--- src/rtl/seg7_capture.sv ---
// seg7_capture: samples a multiplexed, active-low 4-digit 7-segment bus and
// decodes each stable digit pattern back into a hex nibble, with per-digit
// error/blank flags and frame-completion tracking.
module seg7_capture #(
  parameter int unsigned STABLE_CYCLES = 4
) (
  input  logic        clk,
  input  logic        rst_n,
  input  logic [6:0]  seg_n,
  input  logic [3:0]  dig_n,
  output logic [15:0] value,
  output logic [3:0]  err,
  output logic [3:0]  blank,
  output logic [3:0]  seen,
  output logic        upd,
  output logic [1:0]  upd_idx,
  output logic        frame_done
);

  localparam logic [7:0] CNT_MAX = 8'(STABLE_CYCLES);
  localparam logic [7:0] CNT_HIT = 8'(STABLE_CYCLES - 1);

  // Raw (active-low) {dig_n, seg_n} samples; all ones means nothing driven.
  logic [10:0] s1, s2;
  logic [10:0] cur;
  logic [7:0]  cnt;
  logic        armed;

  logic [6:0]  seg;
  logic [3:0]  dig;
  logic        stable_hit;
  logic        accept;
  logic [1:0]  idx;
  logic [3:0]  nib;
  logic        is_blank;
  logic        is_err;
  logic [3:0]  seen_next;

  // Two-flop synchronizer on all segment and digit-enable lines.
  // NOTE: sequential state uses non-blocking assignments so every flop samples
  // the pre-edge value of its source, which is what makes s1->s2 a real chain.
  always_ff @(posedge clk) begin
    if (!rst_n) begin
      s1 <= '1;
      s2 <= '1;
    end else begin
      s1 <= {dig_n, seg_n};
      s2 <= s1;
    end
  end

  // Stability tracker: restart the run count whenever the sample changes.
  always_ff @(posedge clk) begin
    if (!rst_n) begin
      cur   <= '1;
      cnt   <= '0;
      armed <= 1'b0;
    end else if (s2 != cur) begin
      cur   <= s2;
      cnt   <= 8'd1;
      armed <= 1'b1;
    end else begin
      if (cnt < CNT_MAX) cnt <= cnt + 8'd1;
      // Only one accept attempt per stable run, even if dig is not one-hot.
      if (stable_hit) armed <= 1'b0;
    end
  end

  // Accept qualification and glyph decode of the held pattern.
  // NOTE: every signal written here gets a default first, so no path through
  // the case statements can leave one unassigned and infer a latch.
  always_comb begin
    seg        = ~cur[6:0];
    dig        = ~cur[10:7];
    stable_hit = (s2 == cur) && (cnt == CNT_HIT) && armed;
    accept     = stable_hit && $onehot(dig);
    idx        = 2'd0;
    nib        = 4'h0;
    is_blank   = 1'b0;
    is_err     = 1'b0;

    case (dig)
      4'b0010: idx = 2'd1;
      4'b0100: idx = 2'd2;
      4'b1000: idx = 2'd3;
      default: idx = 2'd0;
    endcase

    case (seg)
      7'h3F: nib = 4'h0;
      7'h06: nib = 4'h1;
      7'h5B: nib = 4'h2;
      7'h4F: nib = 4'h3;
      7'h66: nib = 4'h4;
      7'h6D: nib = 4'h5;
      7'h7D: nib = 4'h6;
      7'h07: nib = 4'h7;
      7'h7F: nib = 4'h8;
      7'h6F: nib = 4'h9;
      7'h77: nib = 4'hA;
      7'h7C: nib = 4'hB;
      7'h39: nib = 4'hC;
      7'h5E: nib = 4'hD;
      7'h7B: nib = 4'hE;
      7'h71: nib = 4'hF;
      7'h00: is_blank = 1'b1;
      default: is_err = 1'b1;
    endcase

    seen_next = seen | (4'b0001 << idx);
  end

  // Output registers: update the accepted digit and track frame completion.
  always_ff @(posedge clk) begin
    if (!rst_n) begin
      value      <= '0;
      err        <= '0;
      blank      <= '0;
      seen       <= '0;
      upd        <= 1'b0;
      upd_idx    <= 2'd0;
      frame_done <= 1'b0;
    end else begin
      upd        <= accept;
      frame_done <= 1'b0;
      if (accept) begin
        upd_idx    <= idx;
        err[idx]   <= is_err;
        blank[idx] <= is_blank;
        // An illegal glyph leaves the previously decoded nibble in place.
        if (!is_err) value[idx*4 +: 4] <= nib;
        if (seen_next == 4'hF) begin
          seen       <= 4'h0;
          frame_done <= 1'b1;
        end else begin
          seen <= seen_next;
        end
      end
    end
  end

endmodule

--- config.mk ---
export PLATFORM = sky130hd
export DESIGN_NAME = seg7_capture
export DESIGN_NICKNAME = d
export VERILOG_FILES = /design/src/rtl/seg7_capture.sv
export SDC_FILE = /design/constraint.sdc
export NUM_CORES = 1
export LEC_CHECK = 0
export ABC_AREA = 1
export CAP_MARGIN = 20
export CORE_UTILIZATION = 59
export CTS_CLUSTER_DIAMETER = 120
export DETAILED_ROUTE_END_ITERATION = 12
export GPL_ROUTABILITY_DRIVEN = 0
export HOLD_SLACK_MARGIN = 0.08
export PLACE_DENSITY_LB_ADDON = 0.15
export SLEW_MARGIN = 15
export SYNTH_ARGS = -nofsm -noshare
export SYNTH_HDL_FRONTEND = slang
export SYNTH_SLANG_ARGS = --single-unit
--- constraint.sdc ---
create_clock -name clk -period 3.8 [get_ports clk]
set_input_delay 0.76 -clock clk [delete_from_list [all_inputs] [get_ports clk]]
set_output_delay 0.76 -clock clk [all_outputs]
set_load 0.1 [all_outputs]
== Yosys cells after proc, flatten, opt, wreduce, memory -nomap -nowiden ==
Index checks and enable logic that the tools add are counted.
Cells by class
  magnitude comparators: 3
  equal/unequal tests: 24
  bitwise gates (word level): 4
  reductions and logical operators: 11
  add/sub/neg operators: 5
  shift operators: 3
  multiplexer cells: 15
Operators by type and width (number)
  $eq A7 B7 Y1 const B: 12
  $pmux W4 S15: 1
  $neg A4 Y34: 1
  $shift A4 B34 Y16 const A: 1
  $shiftx A4 B34 Y16: 1
  $reduce_or A17 Y1: 1
  $bwmux W16: 1
  $eq A7 B3 Y1 const B: 2
  $eq A7 B6 Y1 const B: 2
  $eq A11 B11 Y1: 1
  $ne A11 B11 Y1: 1
  $add A8 B1 Y8 const B: 1
  $bwmux W4: 2
  $eq A4 B4 Y1 const B: 2
  $eq A8 B2 Y1 const B: 1
  $lt A8 B3 Y1 const B: 1
  $mux W1: 8
  $logic_not A7 Y1: 1
  $not A7 Y7: 1
  $pmux W2 S3: 1
  $add A1 B1 Y2: 2
  $eq A4 B2 Y1 const B: 1
  $eq A4 B3 Y1 const B: 1
  $logic_and A1 B1 Y1: 4
  other kinds (13): 15
Word-level totals
  bits in registers: 74
  input bits: 13
  output and inout port bits: 32
  word-level logic and storage cells: 78

== Depth between registers and ports, before layout ==
Gate-level depths: netlist of run 1.
  word-level depth: 8
  mapped depth: 13
  mapped depth without buffers: 13

== Least setup slack after synthesis of run 1 ==
Ideal clock, no wire load.
  kind: register -> register
  start: register cur[7]
  end: register value[3]
  stages on the path, launching flop included: 14
  required time: 3.673 ns
  clock period less this slack: 2.381 ns
  slack: 1.419 ns
  setup time: 0.127 ns
  path buffers: 0
  arrival: 2.254 ns
  path through: dfxtp_1 -> fa_1 -> inv_1 -> ha_1 -> ha_1 -> inv_1 -> nand4_1 -> or2_4 -> nor2_8 -> inv_4 -> nor2_8 -> nand2_1 -> nand2_1 -> a21oi_2
On the way
  longest elaborated chain between the ends: 6
  elaborated cells on any way between the ends: 17
  those cells by class: add/sub (3); eq/ne (5); shift (2); mux (2); bitwise (1); reduce/logical (4)
Ends and longest elaborated chain
  start, declared: RTL line 25  | logic [10:0] cur;
  start signal, assigned: RTL line 55  | cur <= '1;
  start signal, assigned: RTL line 59  | cur <= s2;
  $not A4 Y4: RTL line 74  | dig = ~cur[10:7];
  $eq A4 B4 Y1 (tied with other cells): RTL line 82  | case (dig)
  $pmux W2 S3 or $add A2 B2 Y3 (tied branches): RTL line 82, 76
  $neg A4 Y34 or $eq A3 B1 Y1 (tied branches): RTL line 131, 76
  $shiftx A4 B34 Y16 (tied with other cells): RTL line 131  | if (!is_err) value[idx*4 +: 4] <= nib;
  $bwmux W16 or $reduce_and A2 Y1 (tied branches)
  end signal, assigned by index: RTL line 131
  end, declared: RTL line 11  | output logic [15:0] value,
Several ways; a longest one is shown, not always the timed one.
A chain may end at the register's enable or synchronous reset.

== Final worst setup path of run 1 ==
  start: register seen[1]
  end: output seen[1]
RTL lines
  start, declared: RTL line 14  | output logic [3:0] seen,
  start signal, assigned: RTL line 136  | seen <= seen_next;
No word-level cell between the ends.

==> impl_metrics.yaml, run 1 <==
run_status:
  status: "completed"
finish:
  final_net_count: 515
  diodes: 0
  fin_util: 0.740
  fill_cells: 461
  areaGrowthSynthToFinish_pct: 20.3
  drive_above_1_share: 0.160
  finalNonFillerCells: 565
  final_cell_area_sq_um: 4100
floorplan:
  dieArea_sq_um: 6080
  initial_utilization: 0.615
  die_h_um: 78.0
  ioPinCount: 45
  num_rows: 27
  fp.dieW_um: 78.0
  core_area_sq_um: 5540
worst_setup_path:
  arrival_ns: 1.87
  required_ns: 3.04
  crit_family: "buffers and inverters"
  path_class: "reg2out"
  worst_setup_path_end_kind: "output port"
  critPathBufInv: 1
  cp-start-kind: "flip-flop"
  slowest_delay_ns: 1.15
  cp_max_fo: 3
  crit_path_cell_trace: "clkdlybuf4s50_1"
  cpMaxStageDelayCell: "clkdlybuf4s50_1"
logic_synthesis:
  synth.distinct_cells: 36
  ys.warnings.count: 0
  synthTopCellsByArea: "dfxtp_1 (43%), nand2_1 (11%), nor2_1 (6.0%), inv_1 (5.3%), or2_2 (5.0%)"
  netlist_area_sq_um: 3410
  synth-edff-count: 0
  synth.largest_area_cell: "dfxtp_1"
  synth_compound_area_frac: 0.0771
  synth_async_sr_flop_share: 0
  synth_area_per_cell_sq_um: 7.72
  synth_top_family_by_area: "simple AND/OR/NAND/NOR gates"
  synthMuxAreaShare: 0
  netlist_instances: 441
  synth-seq-cells: 74
  synth_ff_type: "dfxtp_1"
  synth_fp_nets: 467
  synth_adder_area_share: 0.0500
  synth_xor_area_frac: 0.0154
  yosysSeqAreaShare: 0.435
  yosys.area_share.simple: 0.348
  netlist.area_leader.share: 0.435
cts:
  cts_root_buf: "clkbuf_8"
  cts_tree: "built"
  clk_pin_slew_ns: 0.08
  htree_levels: 3
  numCtsBuffers: 9
  postCtsHoldBufs: 0
  clock_path_buffers: 2
  cts_sinks: 74
  postCtsResizedCells: 0
  post_cts_buffers: 0
  insertion_delay_ns: 0.35
sta:
  setup_tns_ns: 0
  setup_viol: 0
  min_period_ns: 2.63
  relSlewSlack: 0.340
  fmax_mhz: 381
  worst_slack_ns: 1.17
  drv_slew: 0
  tightest_slew_ns: 0.987
  finClkSkew_ns: 0.00943
  finalHoldViolCount: 0
  finalCritPeriodShare: 0.691
  rsz0062_at_grt: "no"
route:
  via_count: 2779
  vias_per_cell: 4.92
  drt_iter0_drc: 109
  wl_mm: 6.50
  drcViolationCount: 0
  ant_nets: 0
  first_pass_iters: 6
  wl_per_cell_um: 11.5
grt:
  grt_pass1_wl_mm: 11.3
  track_usage: 0.241
  grt_max_degree: 43
  grt_overflow: 0
  antenna_found_initial: 0
  grt_pass1_vias: 2713
min_path:
  min-delay-path-class: "reg2reg"
place:
  numPortBuffers: 44
  place_ws_ns: 1.14
  detailed_place_hpwl_mm: 4.75
  placed_area_sq_um: 3900
  post-place-cells: 549
flow_run:
  maxCapViolCount: 0
power_and_ir_drop:
  ir_drop_mv: 0.251
  leakagePower_nw: 1.89
  powerDensity_nw_per_um2: 354
==> layer usage <==
metal / vias up / GRT usage / wire length [um]
li1: 1476 / - / -
met1: 1233 / 0.264 / 2940
met2: 58 / 0.433 / 3240
met3: 12 / 0.0612 / 206
met4: 0 / 0.115 / 119
met5: - / 0 / 0
==> sequential cells by signal, summed over array words and instances (netlist names) <==
register and flops:
err 4, upd 1, seen 4, s2 11, cur 11, cnt 8, frame_done 1, s1 11
armed 1, blank 4, upd_idx 2, value 16
==> where the power goes <==
part           leakage (nW)  total (mW)  switching (mW)  internal (mW)
Sequential            0.603       0.801         0.00988          0.791
Clock                0.0879       0.530           0.282          0.248
Combinational          1.20       0.118          0.0724         0.0458
==> cell type report <==
type | count | area, sq um | share of cell area
multi-input combinational | 302 | 1670 | 0.407
sequential | 74 | 1480 | 0.362
timing repair buffer | 46 | 475 | 0.116
inverter | 56 | 213 | 0.0519
clock buffer | 10 | 138 | 0.0336
tap | 72 | 90.1 | 0.0220
clock inverter | 5 | 31.3 | 0.00763
==> final timing paths <==
check | from | end | slack, ns | depth (start not counted)
setup / recovery | seen[1] | seen[1] | 1.17 | 1
setup reg to reg | cur[7] | value[13] | 1.19 | 10
hold / removal | s1[4] | s2[4] | 0.41 | 1
hold reg to reg | s1[4] | s2[4] | 0.41 | 1
==> placed cells by master (no fill, tap or decap), types with 2 or more instances in the layout <==
| cell | instances |
|---|---|
| inv_2 | 7 |
| o21ai_1 | 7 |
| inv_1 | 48 |
| nor2_8 | 3 |
| a21oi_2 | 3 |
| nand2_2 | 5 |
| nor3_1 | 4 |
| or2_2 | 27 |
| clkbuf_8 | 10 |
| nand2_1 | 99 |
| nor2_4 | 2 |
| o21ai_0 | 10 |
| clkinv_2 | 3 |
| a21oi_1 | 22 |
| nand4_1 | 9 |
| nor2_2 | 4 |
| nand3_2 | 3 |
| o211a_1 | 2 |
| xnor2_1 | 5 |
| clkdlybuf4s50_1 | 44 |
| nor2_1 | 54 |
| ha_1 | 12 |
| dfxtp_1 | 74 |
| nand3_4 | 3 |
| nand3_1 | 18 |
==> synthesized netlist by cell type (2+ instances only) <==
| cell type | count |
|---|---|
| nor2_8 | 3 |
| dfxtp_1 | 74 |
| nor2_4 | 2 |
| ha_1 | 12 |
| nand2_1 | 99 |
| nand3_4 | 3 |
| or2_2 | 27 |
| o211a_1 | 2 |
| nand3_2 | 3 |
| nand4_1 | 9 |
| a21oi_2 | 3 |
| o21ai_1 | 7 |
| inv_2 | 7 |
| nor2_2 | 4 |
| nand2_2 | 5 |
| xnor2_1 | 5 |
| nor3_1 | 4 |
| a21oi_1 | 22 |
| inv_1 | 48 |
| nand3_1 | 18 |
| clkbuf_1 | 7 |
| nor2_1 | 54 |
| o21ai_0 | 10 |
==> per-stage QoR <==
stage | hold slack (ns) | power, mW
after floorplan | 0.393 | 0.905
after global placement | 0.394 | 0.929
after detailed placement | 0.399 | 0.934
after CTS | 0.412 | 1.46
after global routing | 0.422 | 1.52
final | 0.411 | 1.45
==> cells by family after synthesis <==
logic type,after synthesis
and+or+nand+nor,236
AOI/OAI and AO/OA,47
buffers and inverters,65
xor gates and xnor gates,6
adders and majority gates,13
DFF,74
(Power assumes the default switching activity.)
==> run 2, diff against run 1 <==
--- a/config.mk
+++ b/config.mk
@@ -7,7 +7,7 @@
 export LEC_CHECK = 0
 export ABC_AREA = 1
 export CAP_MARGIN = 20
-export CORE_UTILIZATION = 59
+export CORE_UTILIZATION = 55
 export CTS_CLUSTER_DIAMETER = 120
 export DETAILED_ROUTE_END_ITERATION = 12
 export GPL_ROUTABILITY_DRIVEN = 0
==> constraint.sdc (replaced) <==
create_clock -name clk -period 2.53 [get_ports clk]
set_input_delay 0.506 -clock clk [delete_from_list [all_inputs] [get_ports clk]]
set_output_delay 0.506 -clock clk [all_outputs]
set_load 0.1 [all_outputs]
==> run 2 against run 1 <==
Effect of this change: count of clock-buffer cells in the layout grew 2; sequential power grew 50%; core utilization shrank 5.3 points; critical path depth grew 10; register-to-register slack lost 1.1 ns; critical path type is now reg2reg; largest cell class unchanged.
==> impl_metrics.yaml, run 2 (synthesis gave the netlist of run 1 again) <==
floorplan:
  dieArea_sq_um: 6510
  ioPinCount: 45
  die_h_um: 80.7
  core_area_sq_um: 5960
  fp.dieW_um: 80.7
  initial_utilization: 0.572
  num_rows: 28
cts:
  insertion_delay_ns: 0.35
  htree_levels: 3
  cts_tree: "built"
  numCtsBuffers: 9
  clock_path_buffers: 2
  postCtsHoldBufs: 0
  cts_root_buf: "clkbuf_8"
  cts_sinks: 74
  clk_pin_slew_ns: 0.07
sta:
  finalHoldViolCount: 0
  min_period_ns: 2.43
  tightest_slew_ns: 0.416
  finClkSkew_ns: 0.00570
  relSlewSlack: 0.720
  hold_ws_ns: 0.415
  drv_slew: 0
  setup_tns_ns: 0
  fmax_mhz: 412
  finalCritPeriodShare: 0.960
  setup_viol: 0
power_and_ir_drop:
  ir_drop_mv: 0.451
  power.total_mw: 2.29
  powerDensity_nw_per_um2: 560
  leakagePower_nw: 1.97
worst_setup_path:
  required_ns: 2.77
  cp-start-kind: "flip-flop"
  path_class: "reg2reg"
  arrival_ns: 2.67
  cpMostUsedCell: "inv_1"
  worst_setup_path_end_kind: "flip-flop"
  cp_max_fo: 6
  cpMaxStageDelayCell: "fa_1"
  slowest_delay_ns: 0.53
  crit_path_cell_trace: "fa_1, inv_1, ha_2, ha_4, inv_1, nand4_1, or2_4, nor2_8, o211ai_1, nand2_1, a21oi_1"
grt:
  grt_overflow: 0
  antenna_found_initial: 0
  grt_pass1_wl_mm: 11.3
  grt_pass1_vias: 2701
  grt_max_degree: 26
  track_usage: 0.230
place:
  numPortBuffers: 44
  detailed_place_hpwl_mm: 5.03
  post-place-cells: 556
finish:
  fin_util: 0.687
  areaGrowthSynthToFinish_pct: 20.1
  largest_reg_flops: 16
  final_net_count: 519
  diodes: 0
  layout_commonest_cell: "nand2_1"
  layout_common_cells: "nand2_1 (98), dfxtp_1 (73), nor2_1 (54), inv_1 (48), buf_4 (38)"
  regMostFlops: "value"
  drive_above_1_share: 0.241
  finalNonFillerCells: 573
route:
  ant_nets: 0
  wl_mm: 6.75
  drt_iter0_drc: 141
  drcViolationCount: 0
  vias_per_cell: 4.98
  first_pass_iters: 4
  via_count: 2853
  wl_per_cell_um: 11.8
run_status:
  status: "completed"
flow_run:
  maxCapViolCount: 0
min_path:
  min-delay-path-class: "reg2reg"
==> run 2: report_power, final <==
part           internal [mW]  leakage (nW)  switching (mW)
Combinational         0.0706          1.27           0.112
Clock                  0.483        0.0966           0.422
Sequential              1.19         0.603          0.0143
==> run 2: area by class of cell <==
type	instances	area, sq um
flip-flops and latches	74	1490
repair buffers	50	405
inverters	56	213
clock buffers	12	145
clock inverters	4	51.3
well taps	75	93.8
multi-input cells	302	1700
fillers	512	1870
==> run 2: path summary, 6_finish.rpt <==
| path | slack (ns) | to | cells after the start | start |
|---|---|---|---|---|
| worst max-delay path | 0.10 | seen[3] | 11 | cur[7] |
| worst min register to register | 0.41 | s2[3] | 1 | s1[3] |
| worst min-delay path | 0.41 | s2[3] | 1 | s1[3] |
| worst max register to register | 0.10 | seen[3] | 11 | cur[7] |
==> run 2: what timing repair did <==
action,CTS,global route
pin swaps,0,5
resized for setup,1,7
endpoints found under the setup margin,1,27
setup buffers,0,1
==> run 2: metal layers <==
metal  routed length (um)  up-vias  global-route usage
li1                     -     1481                   -
met1                 2830     1290               0.250
met2                 3460       72               0.414
met3                  342       10              0.0693
met4                  115        0              0.0929
met5                    0        -                   0
==> run 2: per-stage QoR <==
step	setup WS [ns]	area, sq um
after global routing	-0.0128	4090
final	0.101	4090
after floorplan	0.149	3410
after global placement	0.0373	3850
after detailed placement	-0.00905	3850
after CTS	0.0152	4050
==> run 2: worst max-delay path, delay by kind of cell, from the launching register on <==
| family | cells | cell delay (ns) |
|---|---|---|
| simple gates | 4 | 0.68 |
| compound gates | 2 | 0.23 |
| buf+inv | 2 | 0.12 |
| flops | 1 | 0.36 |
| fa+ha+maj | 3 | 0.92 |
==> run 3, diff against run 2 <==
--- a/config.mk
+++ b/config.mk
@@ -7,6 +7,7 @@
 export LEC_CHECK = 0
 export ABC_AREA = 1
 export CAP_MARGIN = 20
+export CORE_ASPECT_RATIO = 0.7
 export CORE_UTILIZATION = 55
 export CTS_CLUSTER_DIAMETER = 120
 export DETAILED_ROUTE_END_ITERATION = 12
==> run 3 against run 2 <==
Effect of this change: clock skew rose by 0.00065 ns; flip-flop and latch count is the same; first-iteration DRC count up 38%; non-clock buffer count is 1 higher; count of clock-buffer cells in the layout is the same; die area is essentially flat; setup slack better by 0.040 ns; power is 5.7% higher; cell area increased by 0.95%; global-route usage up 0.75 points; clock power is 15% higher; fmax up 1.7%.
==> impl_metrics.yaml, run 3 (synthesis gave the netlist of run 1 again) <==
cts:
  numCtsBuffers: 9
  insertion_delay_ns: 0.35
  clk_pin_slew_ns: 0.08
  cts_root_buf: "clkbuf_8"
  htree_levels: 3
  cts_sinks: 74
  postCtsHoldBufs: 0
  clock_path_buffers: 2
  cts_tree: "built"
flow_run:
  maxCapViolCount: 0
grt:
  grt_pass1_vias: 2507
  grt_overflow: 0
  grt_pass1_wl_mm: 11.4
  track_usage: 0.238
  antenna_found_initial: 0
  grt_max_degree: 23
finish:
  regMostFlops: "value"
  fill_cells: 451
  regArea_sq_um: 1490
  diodes: 0
  final_net_count: 520
  fin_util: 0.707
  layout_commonest_cell: "nand2_1"
  layout_common_cells: "nand2_1 (99), dfxtp_1 (71), nor2_1 (54), inv_1 (48), buf_4 (39)"
  drive_above_1_share: 0.248
  areaGrowthSynthToFinish_pct: 21.2
  largest_reg_flops: 16
  multi_input_area_sq_um: 1700
min_path:
  min-delay-path-class: "reg2reg"
sta:
  drv_slew: 0
  fmax_mhz: 419
  finalHoldViolCount: 0
  rsz0062_at_grt: "no"
  tightest_slew_ns: 0.448
  finClkSkew_ns: 0.00635
  finalCritPeriodShare: 0.944
  min_period_ns: 2.39
  setup_viol: 0
  setup_tns_ns: 0
  relSlewSlack: 0.699
place:
  numPortBuffers: 44
  detailed_place_hpwl_mm: 5.27
worst_setup_path:
  arrival_ns: 2.64
  worst_setup_path_end_kind: "flip-flop"
  path_class: "reg2reg"
  cp_max_fo: 6
  cp-start-kind: "flip-flop"
  required_ns: 2.78
power_and_ir_drop:
  powerDensity_nw_per_um2: 587
  leakagePower_nw: 1.99
  ir_drop_mv: 0.490
  power.total_mw: 2.42
floorplan:
  fp.dieW_um: 96.1
  initial_utilization: 0.583
  ioPinCount: 45
  core_area_sq_um: 5840
  die_h_um: 67.8
  dieArea_sq_um: 6520
  num_rows: 23
run_status:
  status: "completed"
route:
  vias_per_cell: 5.04
  via_count: 2894
  drcViolationCount: 0
  wl_mm: 7.07
  ant_nets: 0
  first_pass_iters: 5
  wl_per_cell_um: 12.3
  drt_iter0_drc: 194
run 3: area by class of cell:
cell class                      count  area share
Clock buffer                       12      0.0376
Clock inverter                      4      0.0179
Inverter                           56      0.0515
Multi-Input combinational cell    302       0.411
Sequential cell                    74       0.360
Tap cell                           75      0.0227
Timing Repair Buffer               51       0.100
run 3: worst paths after layout:
| kind | depth (start not counted) | from | slack [ns] | endpoint |
|---|---|---|---|---|
| max | 12 | cur[7] | 0.14 | err[2] |
| min | 1 | s1[7] | 0.41 | s2[7] |
| max reg2reg | 12 | cur[7] | 0.14 | err[2] |
| min reg2reg | 1 | s1[7] | 0.41 | s2[7] |
run 3: routing by layer:
metal / track usage / share of wire / up-vias
met1: 0.313 / 0.48 / 1308
met4: 0.0858 / 0.016 / 0
li1: - / - / 1486
met2: 0.371 / 0.44 / 86
met5: 0 / 0 / -
met3: 0.0722 / 0.069 / 14
run 3: critical path: stages (launching register included):
cell     delay [ns]
dfxtp_2        0.33
fa_1           0.52
inv_1          0.04
ha_2           0.18
ha_4           0.24
inv_1          0.06
nand4_1        0.07
or2_4          0.26
nor2_8         0.14
inv_4          0.07
nor2_4         0.17
a21oi_2        0.07
o21a_1         0.11
run 3: through the flow:
stage                     std cells  hold slack (ns)  worst slack, ns  cell area [sq um]
after floorplan                 441            0.393            0.149               3410
after global placement          556            0.396            0.113               3850
after detailed placement        556            0.397           0.0534               3850
after CTS                       572            0.414           0.0534               4080
after global routing            574            0.425          0.00513               4130
final                           574            0.411            0.141               4130
run 3: timing repair:
item,in CTS,in global routing
endpoints found under the setup margin,0,24
gates resized for setup,0,9
buffers inserted,0,2
run 3: where the power goes:
| group | switching [mW] | internal (mW) | leakage [nW] |
|---|---|---|---|
| Sequential | 0.0147 | 1.19 | 0.602 |
| Combinational | 0.113 | 0.0692 | 1.28 |
| Clock | 0.427 | 0.609 | 0.117 |
| Total | 0.555 | 1.87 | 1.99 |
